## src/rtl/mmio_uart_tx.sv

```systemverilog
// mmio_uart_tx
//   Memory-mapped 8N1 UART transmitter that responds on the CPU data-memory bus.
//   The CPU stores bytes to TXDATA. They queue in a small FIFO, and a serializer
//   shifts each byte out on tx, LSB first. Every bit lasts DIVISOR clocks, and a
//   DIVISOR of 0 is treated as 1.
//
//   Register window (BASE_ADDR, 16 bytes, decoded on addr[3:2]):
//     +0x0 TXDATA  W: push wr_data[7:0]          R: 0
//     +0x4 STATUS  R: {24'b0, count, ovf, busy, empty, full}   W: clear ovf
//     +0x8 DIVISOR R/W: clocks per bit, DIV_WIDTH bits
//     +0xC reserved: reads 0, writes ignored
//
// Ports
//   clk              rising-edge clock for all state
//   rst              synchronous reset, active high
//   cpu_mem_addr     byte address from the CPU
//   cpu_mem_wr_ena   store strobe
//   cpu_mem_wr_data  store data
//   cpu_mem_rd_data  combinational read data, 0 outside the window
//   mmio_hit         combinational: address falls in the register window
//   tx               registered serial output, idle high
module mmio_uart_tx #(
  parameter logic [31:0]          BASE_ADDR  = 32'h0000_1000,
  parameter int                   FIFO_DEPTH = 8,
  parameter int                   DIV_WIDTH  = 16,
  parameter logic [DIV_WIDTH-1:0] DIV_RESET  = 16'd4
) (
  input  logic        clk,
  input  logic        rst,
  input  logic [31:0] cpu_mem_addr,
  input  logic        cpu_mem_wr_ena,
  input  logic [31:0] cpu_mem_wr_data,
  output logic [31:0] cpu_mem_rd_data,
  output logic        mmio_hit,
  output logic        tx
);

  localparam int PW = (FIFO_DEPTH > 1) ? $clog2(FIFO_DEPTH) : 1;
  localparam int CW = $clog2(FIFO_DEPTH) + 1;

  typedef enum logic [1:0] {
    IDLE  = 2'd0,
    START = 2'd1,
    DATA  = 2'd2,
    STOP  = 2'd3
  } state_t;

  logic [7:0]           fifo_mem_r [FIFO_DEPTH];
  logic [PW-1:0]        wr_ptr_r;
  logic [PW-1:0]        rd_ptr_r;
  logic [CW-1:0]        count_r;
  logic                 ovf_r;
  logic [DIV_WIDTH-1:0] div_r;
  logic [DIV_WIDTH-1:0] bit_div_r;   // bit length latched at each bit boundary
  logic [DIV_WIDTH-1:0] clk_cnt_r;   // clocks elapsed in the current bit
  state_t               state_r;
  logic [7:0]           shift_r;
  logic [2:0]           bit_idx_r;

  logic                 full_s;
  logic                 empty_s;
  logic                 busy_s;
  logic                 wr_txdata_s;
  logic                 wr_status_s;
  logic                 wr_div_s;
  logic                 push_s;
  logic                 pop_s;
  logic                 bit_end_s;
  logic [DIV_WIDTH-1:0] eff_div_s;
  logic [7:0]           head_s;
  logic                 unused_s;

  // The count field is 4 bits wide; deeper FIFOs report 15 once they hold more than 15.
  function automatic logic [3:0] count_field(input logic [CW-1:0] c);
    logic [7:0] c8;
    c8 = 8'(c);
    if (c8 > 8'd15) begin
      count_field = 4'hF;
    end else begin
      count_field = c8[3:0];
    end
  endfunction

  assign unused_s = &{1'b0, cpu_mem_addr[1:0], cpu_mem_wr_data};

  // FIFO flags, pop decision and bit timing.
  always_comb begin
    full_s    = (count_r == CW'(FIFO_DEPTH));
    empty_s   = (count_r == CW'(0));
    busy_s    = (state_r != IDLE);
    eff_div_s = (div_r == DIV_WIDTH'(0)) ? DIV_WIDTH'(1) : div_r;
    bit_end_s = (clk_cnt_r == bit_div_r - DIV_WIDTH'(1));
    head_s    = fifo_mem_r[rd_ptr_r];
    push_s    = wr_txdata_s && !full_s;
    pop_s     = !empty_s && ((state_r == IDLE) || ((state_r == STOP) && bit_end_s));
  end

  // Address decode, write strobes and combinational read mux.
  always_comb begin
    mmio_hit        = (cpu_mem_addr[31:4] == BASE_ADDR[31:4]);
    wr_txdata_s     = 1'b0;
    wr_status_s     = 1'b0;
    wr_div_s        = 1'b0;
    cpu_mem_rd_data = 32'd0;
    if (mmio_hit) begin
      case (cpu_mem_addr[3:2])
        2'd0: wr_txdata_s = cpu_mem_wr_ena;
        2'd1: begin
          wr_status_s     = cpu_mem_wr_ena;
          cpu_mem_rd_data = {24'd0, count_field(count_r), ovf_r, busy_s, empty_s, full_s};
        end
        2'd2: begin
          wr_div_s        = cpu_mem_wr_ena;
          cpu_mem_rd_data = 32'(div_r);
        end
        default: cpu_mem_rd_data = 32'd0;
      endcase
    end else begin
      cpu_mem_rd_data = 32'd0;
    end
  end

  // FIFO storage; the contents need no reset because count_r gates every read.
  always_ff @(posedge clk) begin
    if (push_s) begin
      fifo_mem_r[wr_ptr_r] <= cpu_mem_wr_data[7:0];
    end
  end

  // FIFO pointers, occupancy, overflow flag and divisor register.
  always_ff @(posedge clk) begin
    if (rst) begin
      wr_ptr_r <= PW'(0);
      rd_ptr_r <= PW'(0);
      count_r  <= CW'(0);
      ovf_r    <= 1'b0;
      div_r    <= DIV_RESET;
    end else begin
      if (push_s) begin
        wr_ptr_r <= wr_ptr_r + PW'(1);
      end
      if (pop_s) begin
        rd_ptr_r <= rd_ptr_r + PW'(1);
      end
      case ({push_s, pop_s})
        2'b10:   count_r <= count_r + CW'(1);
        2'b01:   count_r <= count_r - CW'(1);
        default: count_r <= count_r;
      endcase
      // A rejected push and an ovf clear cannot coincide; they use different addresses.
      if (wr_txdata_s && full_s) begin
        ovf_r <= 1'b1;
      end else if (wr_status_s) begin
        ovf_r <= 1'b0;
      end
      if (wr_div_s) begin
        div_r <= cpu_mem_wr_data[DIV_WIDTH-1:0];
      end
    end
  end

  // Serializer FSM. The divisor is sampled only at bit boundaries, so a bit in flight keeps its length.
  always_ff @(posedge clk) begin
    if (rst) begin
      state_r   <= IDLE;
      tx        <= 1'b1;
      shift_r   <= 8'd0;
      bit_idx_r <= 3'd0;
      clk_cnt_r <= DIV_WIDTH'(0);
      bit_div_r <= DIV_WIDTH'(1);
    end else begin
      case (state_r)
        IDLE: begin
          if (!empty_s) begin
            shift_r   <= head_s;
            tx        <= 1'b0;
            clk_cnt_r <= DIV_WIDTH'(0);
            bit_div_r <= eff_div_s;
            state_r   <= START;
          end
        end
        START: begin
          if (bit_end_s) begin
            tx        <= shift_r[0];
            clk_cnt_r <= DIV_WIDTH'(0);
            bit_div_r <= eff_div_s;
            bit_idx_r <= 3'd0;
            state_r   <= DATA;
          end else begin
            clk_cnt_r <= clk_cnt_r + DIV_WIDTH'(1);
          end
        end
        DATA: begin
          if (bit_end_s) begin
            clk_cnt_r <= DIV_WIDTH'(0);
            bit_div_r <= eff_div_s;
            if (bit_idx_r == 3'd7) begin
              tx        <= 1'b1;
              bit_idx_r <= 3'd0;
              state_r   <= STOP;
            end else begin
              // shift_r[0] is the bit on the wire, so shift_r[1] comes next.
              tx        <= shift_r[1];
              shift_r   <= shift_r >> 1;
              bit_idx_r <= bit_idx_r + 3'd1;
            end
          end else begin
            clk_cnt_r <= clk_cnt_r + DIV_WIDTH'(1);
          end
        end
        STOP: begin
          if (bit_end_s) begin
            clk_cnt_r <= DIV_WIDTH'(0);
            bit_div_r <= eff_div_s;
            if (!empty_s) begin
              shift_r <= head_s;
              tx      <= 1'b0;
              state_r <= START;
            end else begin
              state_r <= IDLE;
            end
          end else begin
            clk_cnt_r <= clk_cnt_r + DIV_WIDTH'(1);
          end
        end
        default: begin
          state_r <= IDLE;
          tx      <= 1'b1;
        end
      endcase
    end
  end

endmodule
```

## config.mk

```make
export PLATFORM = sky130hd
export DESIGN_NAME = mmio_uart_tx
export DESIGN_NICKNAME = d
export VERILOG_FILES = /design/src/rtl/mmio_uart_tx.sv
export SDC_FILE = /design/constraint.sdc
export NUM_CORES = 1
export LEC_CHECK = 0
export CAP_MARGIN = 25
export CORE_ASPECT_RATIO = 0.7
export CORE_MARGIN = 3
export CORE_UTILIZATION = 55
export DETAILED_ROUTE_END_ITERATION = 16
export GPL_TIMING_DRIVEN = 1
export HOLD_SLACK_MARGIN = 0.08
export PLACE_DENSITY = 0.84
export SKIP_CTS_REPAIR_TIMING = 1
export SLEW_MARGIN = 20
export SYNTH_ARGS = -nofsm -noshare
export SYNTH_HDL_FRONTEND = slang
export SYNTH_SLANG_ARGS = --single-unit
```

## constraint.sdc

```tcl
create_clock -name clk -period 4.55 [get_ports clk]
set_input_delay 1.1375 -clock clk [delete_from_list [all_inputs] [get_ports clk]]
set_output_delay 1.1375 -clock clk [all_outputs]
set_load 0.02 [all_outputs]
```

==> metrics.yaml <==
run_status:
  status: "finished, final reports clean"
route:
  drt_iter0_drc: 532
  viasPerCell: 6.036
  antenna_left: 0
  drt-total-wl_um: 16570
  drc: 0
  dr.pass1.iters: 5
  num_vias: 5179
  routedWlPerCell_um: 19.31
synth:
  synth_cells: 620
  synth_area_um2: 6864
  ys_seq_elements: 140
  yosysSeqAreaShare_pct: 50.16
  async_reset_ff_share_pct: 0
  ys.flop_type: "dfxtp_1"
  synth-edff-count: 64
  synthDistinctLibCells: 62
  syn_area_per_cell_um2: 11.07
  synth_warnings: 0
clocking:
  cts_buffers: 17
  cts_tree: "built"
  clock_sinks: 140
  cts_root_buf: "clkbuf_16"
  clockBufferDepth: 2
  htreeDepth: 4
  clk_latency_ns: 0.41
  clkSlewWorstSetupHoldPaths_ns: 0.06
sta:
  setup_violations: 0
  fin_crit_ns: 4.301
  max_freq_mhz: 232.5
  hold_violations: 0
  grt_setup_unrepaired: "false"
  setup_tns_ns: 0
  holdWs_ns: 0.4597
  min_period_over_period_pct: 94.54
  worst_pin_slew_ns: 0.8531
  drv_slew: 0
  relSlewSlack_pct: 43.05
  finalClockSkew_ns: 0.006977
setup_path:
  critical_path_class: "input pin to output pin"
  critPathMaxFanout: 11
  crit_family: "buffers and inverters"
  r2r_cells: 16
  worstPathArrival_ns: 3.16
  critical_path.max_stage_delay_ns: 0.61
  cp_num_cells: 7
  slowest_stage: "clkdlybuf4s50_1"
  crit_path_start_kind: "input pin"
  crit_chain: "clkdlybuf4s50_1, nor4b_2, nand4_1, nor2_1, buf_4, and3_1, clkdlybuf4s50_1"
  crit_buf_inv: 3
  endpoint_kind: "output pin"
  required_ns: 3.41
  r2r-start: "bit_div_r[0]"
  crit_start: "cpu_mem_addr[10]"
  worst_path_most_repeated_cell: "clkdlybuf4s50_1"
floorplanning:
  rows: 33
  core_area_um2: 11930
  die_area_um2: 13880
  dieHeight_um: 99.47
  start_util_pct: 57.52
  die_w_um: 139.5
  io_pins: 101
worst_hold_path:
  min_path_cells: 2
  hold_class: "flop to flop"
  min_from: "ovf_r"
place:
  place_hpwl_um: 11080
  place_congestion: 0.9460
  io_buffers: 66
  placed_area_um2: 7639
  dp.cells: 826
power:
  power.density_nw_per_um2: 351.6
  irDropWorstVdd_uv: 268.0
  p_leak_nw: 2.915
final_layout:
  area_growth_pct: 21.04
  finish.instance_area_um2: 8308
  diodes: 0
  utilization_pct: 69.62
  drive_gt1_share_pct: 11.27
  nNetsFinal: 772
  instances_no_fill: 858
global_routing:
  grt_max_degree: 39
  grt_overflow: 0
  antenna_found_initial: 0
  grt_pass1_wl_um: 27320
  grt_pass1_vias: 5245
  grt_usage_pct: 24.90
flow_run:
  drv_cap: 0
[layout make-up]
cell class / count / area, um2
Fill cell: 738 / 3625
Timing Repair Buffer: 84 / 798.3
Multi-Input combinational cell: 431 / 3163
Clock inverter: 13 / 211.5
Inverter: 14 / 52.55
Sequential cell: 140 / 3443
Clock buffer: 19 / 442.9
Tap cell: 157 / 196.4
[power by group]
part              switching [W]  internal, W  leakage, nW
registers      0.00000000000728      0.00131         1.19
logic                 0.0000457    0.0000407         1.41
clock network          0.000528     0.000992        0.318
[sequential cells by signal, indices dropped and copies added (netlist names), named ones only]
register and flops:
wr_ptr_r 3, bit_div_r 16, div_r 16, state_r 2, fifo_mem_r 64, shift_r 8
ovf_r 1, clk_cnt_r 16, bit_idx_r 3, count_r 4, tx 1, rd_ptr_r 3
[worst reg2reg max path: stages, from the launching register on]
cell and delay, ns:
dfxtp_1 0.38, inv_1 0.15, ha_1 0.22, nor3b_2 0.47, nand4_1 0.19, xnor2_1 0.19, or4_4 0.53, a2111oi_4 0.34
a21o_1 0.18, and2_1 0.17, ha_1 0.27, xor2_1 0.18, ha_1 0.16, a21oi_1 0.05, xor2_1 0.16, or3_1 0.32
a21oi_1 0.15
[cell usage after synthesis, types with 4 or more instances]
master / n / area [um2]
o32a_1: 4 / 40.04
nor3b_1: 5 / 37.54
buf_4: 17 / 127.6
xnor2_1: 20 / 175.2
nor2_1: 69 / 259.0
a31oi_1: 12 / 75.07
nor2b_1: 5 / 31.28
nand2_1: 37 / 138.9
nand2b_1: 10 / 62.56
a21oi_1: 22 / 110.1
a22oi_1: 8 / 60.06
and2_1: 4 / 25.02
dfxtp_1: 76 / 1521
nor3_1: 12 / 60.06
nor4_1: 13 / 81.33
nand3_1: 11 / 55.05
inv_1: 14 / 52.55
buf_2: 5 / 25.02
o21ai_0: 15 / 75.07
mux2i_1: 50 / 500.5
clkbuf_1: 23 / 86.33
nand4_1: 8 / 50.05
xor2_1: 14 / 122.6
edfxtp_1: 64 / 1922
and3_1: 15 / 93.84
mux4_2: 16 / 360.4
ha_1: 17 / 212.7
[metal layers]
layer / wire length (um) / global-route usage, % / vias to the layer above
li1: - / - / 2381
met1: 7106 / 34.22 / 2528
met2: 7943 / 40.01 / 254
met3: 1339 / 6.007 / 16
met4: 181 / 6.917 / 0
met5: 0 / 0 / -
[worst paths after layout]
check | endpoint | slack (ns)
worst max-delay path | cpu_mem_rd_data[11] | 0.25
worst min-delay path | ovf_r | 0.46
worst max register to register | count_r[2] | 0.38
worst min register to register | ovf_r | 0.46
[kinds of logic (layout without fill, tap and decap cells)]
logic type / Yosys count / after routing / share of synthesized area [%]
buf+inv: 64 / 130 / 4.867
other cells: 1 / 16 / 0.05463
fa+ha+maj: 17 / 17 / 3.099
xor+xnor: 34 / 34 / 4.338
compound gates: 84 / 84 / 8.641
flops: 140 / 140 / 50.16
mux: 70 / 70 / 13.20
simple gates: 210 / 210 / 15.64
[through the flow]
| step | worst slack (ns) | power [W] |
|---|---|---|
| floorplan | 0.5597 | 0.001380 |
| detailed placement | 0.09378 | 0.001426 |
| global placement | 0.1500 | 0.001424 |
| CTS | 0.1085 | 0.002929 |
| global route | 0.07298 | 0.002996 |
| finish | 0.2486 | 0.002921 |
[layout by cell type (no fill, tap or decap), types with 16 or more instances in the layout]
cell type / Yosys / routed
nor2_1: 69 / 69
nand2_1: 37 / 37
xnor2_1: 20 / 20
ha_1: 17 / 17
conb_1: 1 / 16
mux4_2: 16 / 16
buf_4: 17 / 17
clkbuf_16: 0 / 17
a21oi_1: 22 / 22
clkdlybuf4s50_1: 0 / 65
edfxtp_1: 64 / 64
mux2i_1: 50 / 50
dfxtp_1: 76 / 76
No activity file was read; power rests on OpenSTA's default activity.
